File: config.mk
export PLATFORM = sky130hd
export DESIGN_NAME = bcd_counter_display_flat
export DESIGN_NICKNAME = d
export VERILOG_FILES = /design/src/rtl/bcd_counter_pkg.sv /design/src/rtl/bcd_counter_display_if.sv /design/src/rtl/bcd_digit_cell.sv /design/src/rtl/bcd_counter_display.sv /design/src/flat_wrapper.sv
export SDC_FILE = /design/constraint.sdc
export NUM_CORES = 1
export LEC_CHECK = 0
export BUFFER_PORTS_ARGS = -buffer_cell sky130_fd_sc_hd__buf_2
export CORE_ASPECT_RATIO = 1.75
export CORE_MARGIN = 2
export CORE_UTILIZATION = 52
export DETAILED_ROUTE_END_ITERATION = 7
export GPL_TIMING_DRIVEN = 1
export PLACE_DENSITY_LB_ADDON = 0.05
export SKIP_LAST_GASP = 1
export SYNTH_ARGS = -nofsm -noshare
export SYNTH_HDL_FRONTEND = slang
export SYNTH_SLANG_ARGS = --single-unit
File: constraint.sdc
create_clock -name clk -period 1.85 [get_ports clk]
set_clock_uncertainty 0.15 [all_clocks]
set_input_delay 0.185 -clock clk [delete_from_list [all_inputs] [get_ports clk]]
set_output_delay 0.185 -clock clk [all_outputs]
set_load 0.01 [all_outputs]
File: src/rtl/bcd_counter_pkg.sv
// Shared widths, limits and the 7-segment decode for the BCD counter.
package bcd_counter_pkg;

  localparam int BCD_W = 4;
  localparam int SEG_W = 7;
  localparam logic [BCD_W-1:0] DIGIT_MAX = 4'd9;

  // Segment pattern {a,b,c,d,e,f,g}, active-high; non-decimal codes are blank
  function automatic logic [SEG_W-1:0] bcd_to_seg(input logic [BCD_W-1:0] bcd);
    logic [SEG_W-1:0] s;
    case (bcd)
      4'd0:    s = 7'b1111110;
      4'd1:    s = 7'b0110000;
      4'd2:    s = 7'b1101101;
      4'd3:    s = 7'b1111001;
      4'd4:    s = 7'b0110011;
      4'd5:    s = 7'b1011011;
      4'd6:    s = 7'b1011111;
      4'd7:    s = 7'b1110000;
      4'd8:    s = 7'b1111111;
      4'd9:    s = 7'b1111011;
      default: s = 7'b0000000;
    endcase
    return s;
  endfunction

endpackage

File: src/rtl/bcd_counter_display_if.sv
// Control and display bundle of bcd_counter_display.
// The dir signal exists only when BCD_COUNTER_DOWN_EN is defined.
interface bcd_counter_display_if #(parameter int DIGITS = 3);

  logic                en_in;
  logic                clr;
  logic                preset_load;
  logic [4*DIGITS-1:0] preset_bcd;
  logic                snap;
  logic                mode_sat;
`ifdef BCD_COUNTER_DOWN_EN
  logic                dir;
`endif
  logic [4*DIGITS-1:0] count_bcd;
  logic [4*DIGITS-1:0] disp_bcd;
  logic [7*DIGITS-1:0] seg;
  logic                en_out;
  logic                ovf;

  modport master (
`ifdef BCD_COUNTER_DOWN_EN
    output dir,
`endif
    output en_in, clr, preset_load, preset_bcd, snap, mode_sat,
    input  count_bcd, disp_bcd, seg, en_out, ovf
  );

  modport slave (
`ifdef BCD_COUNTER_DOWN_EN
    input  dir,
`endif
    input  en_in, clr, preset_load, preset_bcd, snap, mode_sat,
    output count_bcd, disp_bcd, seg, en_out, ovf
  );

endinterface

File: src/rtl/bcd_digit_cell.sv
// One BCD digit of the counting chain: clear, preset, and step with
// carry (up) or borrow (down) propagated to the next digit.
import bcd_counter_pkg::*;

module bcd_digit_cell (
  input  logic             clk,
  input  logic             reset,
  input  logic             clr,
  input  logic             load,
  input  logic [BCD_W-1:0] load_val,
  input  logic             step_in,
  input  logic             dir,
  output logic [BCD_W-1:0] q,
  output logic             carry_out
);

  // Digit register; invalid preset codes load as zero
  always_ff @(posedge clk) begin
    if (!reset) begin
      q <= '0;
    end else if (clr) begin
      q <= '0;
    end else if (load) begin
      q <= (load_val > DIGIT_MAX) ? '0 : load_val;
    end else if (step_in) begin
      if (dir) q <= (q == '0) ? DIGIT_MAX : q - 4'd1;
      else     q <= (q == DIGIT_MAX) ? '0 : q + 4'd1;
    end
  end

  // Carry/borrow when this digit rolls over on a step
  always_comb begin
    carry_out = step_in & (dir ? (q == '0) : (q == DIGIT_MAX));
  end

endmodule

File: src/rtl/bcd_counter_display.sv
// N-digit BCD counter with snapshot display register and 7-segment decode.
// Optional down-counting is enabled by defining BCD_COUNTER_DOWN_EN.
import bcd_counter_pkg::*;

module bcd_counter_display #(
  parameter int DIGITS  = 3,
  parameter int SEG_INV = 0
) (
  input logic                  clk,
  input logic                  reset,
  bcd_counter_display_if.slave bus
);

  logic [BCD_W*DIGITS-1:0] count_w;
  logic [BCD_W*DIGITS-1:0] disp_q;
  logic [SEG_W*DIGITS-1:0] seg_w;
  logic [DIGITS:0]         carry;
  logic                    dir_w;
  logic                    terminal;
  logic                    ovf_q;

  // Direction select; up-only builds tie it low
  always_comb begin
`ifdef BCD_COUNTER_DOWN_EN
    dir_w = bus.dir;
`else
    dir_w = 1'b0;
`endif
  end

  // Terminal value is all nines counting up, all zeros counting down
  always_comb begin
    terminal = 1'b1;
    for (int i = 0; i < DIGITS; i++) begin
      if (dir_w) terminal &= (count_w[BCD_W*i +: BCD_W] == '0);
      else       terminal &= (count_w[BCD_W*i +: BCD_W] == DIGIT_MAX);
    end
  end

  // Saturate mode suppresses the step at terminal; wrap falls out of the
  // natural carry chain (999->000 up, 000->999 down)
  always_comb begin
    carry[0] = bus.en_in & ~(terminal & bus.mode_sat);
  end

  for (genvar g = 0; g < DIGITS; g++) begin : g_digit
    bcd_digit_cell u_cell (
      .clk       (clk),
      .reset     (reset),
      .clr       (bus.clr),
      .load      (bus.preset_load),
      .load_val  (bus.preset_bcd[BCD_W*g +: BCD_W]),
      .step_in   (carry[g]),
      .dir       (dir_w),
      .q         (count_w[BCD_W*g +: BCD_W]),
      .carry_out (carry[g+1])
    );
  end

  // Sticky overflow: set by any step attempted at terminal
  always_ff @(posedge clk) begin
    if (!reset) begin
      ovf_q <= 1'b0;
    end else if (bus.clr) begin
      ovf_q <= 1'b0;
    end else if (!bus.preset_load && bus.en_in && terminal) begin
      ovf_q <= 1'b1;
    end
  end

  // Display snapshot of the pre-edge count
  always_ff @(posedge clk) begin
    if (!reset) begin
      disp_q <= '0;
    end else if (bus.snap) begin
      disp_q <= count_w;
    end
  end

  // Segment decode of the display register, optionally inverted
  always_comb begin
    for (int i = 0; i < DIGITS; i++) begin
      seg_w[SEG_W*i +: SEG_W] = (SEG_INV != 0) ? ~bcd_to_seg(disp_q[BCD_W*i +: BCD_W])
                                               :  bcd_to_seg(disp_q[BCD_W*i +: BCD_W]);
    end
  end

  // Cascade enable lines up with this instance's wrap edge
  always_comb begin
    bus.en_out = bus.en_in & terminal & ~bus.mode_sat & ~bus.clr
               & ~bus.preset_load & reset;
  end

  assign bus.count_bcd = count_w;
  assign bus.disp_bcd  = disp_q;
  assign bus.seg       = seg_w;
  assign bus.ovf       = ovf_q;

endmodule

File: src/flat_wrapper.sv
// flat-port wrapper written by rule: the top's interface ports become plain ports
module bcd_counter_display_flat 
#(
  parameter int DIGITS  = 3,
  parameter int SEG_INV = 0
)
  (clk, reset, bus_en_in, bus_clr, bus_preset_load, bus_preset_bcd, bus_snap, bus_mode_sat, bus_count_bcd, bus_disp_bcd, bus_seg, bus_en_out, bus_ovf);
  bcd_counter_display_if #(.DIGITS(DIGITS)) bus_i ();
  input logic clk;
  input logic reset;
  input wire logic [$bits(bus_i.en_in)-1:0] bus_en_in;
  input wire logic [$bits(bus_i.clr)-1:0] bus_clr;
  input wire logic [$bits(bus_i.preset_load)-1:0] bus_preset_load;
  input wire logic [$bits(bus_i.preset_bcd)-1:0] bus_preset_bcd;
  input wire logic [$bits(bus_i.snap)-1:0] bus_snap;
  input wire logic [$bits(bus_i.mode_sat)-1:0] bus_mode_sat;
  output wire logic [$bits(bus_i.count_bcd)-1:0] bus_count_bcd;
  output wire logic [$bits(bus_i.disp_bcd)-1:0] bus_disp_bcd;
  output wire logic [$bits(bus_i.seg)-1:0] bus_seg;
  output wire logic [$bits(bus_i.en_out)-1:0] bus_en_out;
  output wire logic [$bits(bus_i.ovf)-1:0] bus_ovf;
  assign bus_i.en_in = bus_en_in;
  assign bus_i.clr = bus_clr;
  assign bus_i.preset_load = bus_preset_load;
  assign bus_i.preset_bcd = bus_preset_bcd;
  assign bus_i.snap = bus_snap;
  assign bus_i.mode_sat = bus_mode_sat;
  assign bus_count_bcd = bus_i.count_bcd;
  assign bus_disp_bcd = bus_i.disp_bcd;
  assign bus_seg = bus_i.seg;
  assign bus_en_out = bus_i.en_out;
  assign bus_ovf = bus_i.ovf;
  bcd_counter_display #(.DIGITS(DIGITS), .SEG_INV(SEG_INV)) u_core (.clk(clk), .reset(reset), .bus(bus_i));
endmodule
==> summary.txt <==
Die W: 56.0 microns
CTS tree: built
Commonest non-fill, non-tap cells in the layout: buf_2 (65), dfxtp_1 (42), buf_4 (26)
P&R area growth vs syn: 26.1%
Power Density: 643 nW/um^2
Ys async rst share: 0%
Via count of the first global-routing pass: 2111
Row count: 33
Slew @ Worst Pin: 0.329 ns
Max-slew violations: 0
Max Clock Freq: 0.559 GHz
Post-synth EDFFs: 0
Critical path data required time: 1.51 ns
Initial antenna violation count: 0
RSZ-0062 raised after global routing: true
Avg Cell Area, Syn: 9.15 sq um
Finished Core Util: 67.1%
Most common cell after layout, fill and taps aside: buf_2
# IOs: 66
Core Area: 4620 sq um
# setup viols final: 0
Clock Latency Late Sink: 0.30 ns
Number of CTS-inserted buffers: 5
CP Launch Type: flip-flop
Flops & latches, synth: 46
Final nets: 396
Total gr overflow: 0
Worst hold path type: primary input to flip-flop
Die Span Y: 95.0 microns
Largest net degree at the start of global routing: 21
Post-synth top flop: dfxtp_1
CP Capture Type: output port
R2R Path End: u_core.bus.seg[2]$_DFF_P_
WS Path Type: flip-flop to output port
Synthesized area: 2460 sq um
Die area: 5320 sq um
# clock sinks: 46
Post-synth cell types: 51
Rel. slew slack: 78.1%
DR vias/cell: 5.46
Maximum fanout along the worst path: 6
Minimum clock period: 1.79 ns
Total GRT Usage: 23.3%
Total number of vias: 2250
Cells after Synth: 269
Worst r2r src: u_core.g_digit[0].u_cell.q[0]$_SDFFE_PP0P_
Post-route total power: 2.00 mW
CP startpoint: u_core.g_digit[0].u_cell.q[2]$_SDFFE_PP0P_
Status: finished clean
Layout cell share with drive strength beyond 1: 36.4%
Final wirelength: 5940 microns
DRT iter0 DRCs: 48
Diode count: 0
CTS H-tree lvls: 2
DRT antenna net count: 0
Initial Utilization: 53.2%
Root Driver: clkbuf_8
Detailed-placement wirelength estimate: 4510 microns
Setup crit end: bus_en_out
Max-capacitance violation count: 0
Drt pass-1 iters: 6
First-pass GRT wire length: 9750 microns
# DRC: 0
Sequential-to-total area share from yosys stat: 37.4%
Maximum clock path buffer count: 2
Critical path arrival: 1.45 ns
PortBufs: 65
Clock Pin Slew Worst Setup and Hold Paths: 0.09 ns
Routed length per instance: 14.4 microns
Reg2reg path depth: 6
GPL Wtd Cong: 0.843
Reg2reg setup slack: 0.15 ns
Final worst-path cycle share: 96.7%
Maximum vdd ir drop: 523 uV
P_leak: 1.50 nW
Synth Warn #: 0
Syn nets: 306
Hold Vio Cnt, Final: 0
metal layers:
layer / global-route usage (%) / share of wire [%] / vias up
li1: - / - / 1138
met1: 26.9 / 41 / 1041
met2: 41.7 / 53 / 58
met3: 3.56 / 3.6 / 13
met4: 11.1 / 2.7 / 0
met5: 0 / 0 / -
how the worst min path moves through the flow:
stage	from	endpoint	slack [ns]	depth (start not counted)
2_1_floorplan	bus_preset_bcd[3]	u_core.g_digit[0].u_cell.q[3]$_SDFFE_PP0P_	0.18	2
3_5_place_dp	u_core.bus.ovf$_SDFFE_PP0P_	u_core.bus.ovf$_SDFFE_PP0P_	0.28	2
3_3_place_gp	u_core.bus.ovf$_SDFFE_PP0P_	u_core.bus.ovf$_SDFFE_PP0P_	0.28	2
5_1_grt	bus_preset_bcd[1]	u_core.g_digit[0].u_cell.q[1]$_SDFFE_PP0P_	0.02	3
4_1_cts	bus_preset_bcd[1]	u_core.g_digit[0].u_cell.q[1]$_SDFFE_PP0P_	0.02	3
6_report	bus_preset_bcd[1]	u_core.g_digit[0].u_cell.q[1]$_SDFFE_PP0P_	0.02	3
area by class of cell:
class / instances / area (sq um)
Clock inverter: 2 / 37.5
Timing Repair Buffer: 92 / 531
Tap cell: 52 / 65.1
Fill cell: 414 / 1520
Clock buffer: 6 / 72.6
Sequential cell: 46 / 928
Inverter: 25 / 93.8
Multi-Input combinational cell: 189 / 1380
cell usage after synthesis (all sizes together), types with 5 or more instances:
cell,number,area share [%]
o21ai,20,4.1
dfxtp,46,37
inv,25,3.8
a21oi,21,4.3
mux2,13,6.1
a31oi,6,1.5
xnor2,6,2.1
ha,18,9.2
nand2,21,3.8
nor2,12,1.8
o22ai,9,2.3
and2,7,1.8
nand3,7,1.4
nand4,6,1.5
buf,5,2.0
repair_timing:
item,4_1_cts,5_1_grt
pin swaps,1,2
endpoints found under the setup margin,1,1
setup buffers,2,0
resized for setup,5,1
endpoints found under the hold margin,1,0
hold buffers,1,0
critical path, cell delays in order (launching register included):
cell      delay, ns
dfxtp_2        0.35
and4bb_4       0.34
and3_4         0.19
nand3_2        0.06
nor2_1         0.09
buf_2          0.13
state kept, by name (all words and copies together), names as in the netlist:
signal and count:
u_core.bus.disp_bcd 12, u_core.bus.seg 21, u_core.g_digit.u_cell.q 12, u_core.bus.ovf 1
power by group:
part	leakage (nW)	switching, mW	internal [mW]	total [mW]
Combinational	1.07	0.117	0.0954	0.212
Sequential	0.376	0.0147	1.01	1.03
Clock	0.0514	0.353	0.403	0.757
metrics by stage:
stage | instances | hold WS (ns) | setup TNS, ns | setup slack [ns] | cell area [sq um]
floorplan | 269 | 0.178 | 0 | 0.155 | 2460
global placement | 401 | 0.276 | 0 | 0.0881 | 2960
detailed placement | 401 | 0.281 | 0 | 0.0506 | 2960
CTS | 412 | 0.0229 | 0 | 0.0304 | 3100
global route | 412 | 0.0239 | -0.0507 | -0.0507 | 3100
finish | 412 | 0.0246 | 0 | 0.0604 | 3100
cells by family after synthesis:
group	after synthesis	synth area share (%)
xor+xnor	7	2.49
mux	16	7.32
compound gates	71	18.2
fa+ha+maj	18	9.15
flops	46	37.4
simple gates	77	18.5
buf+inv	34	6.91
Power figures use the tool's default switching activity.
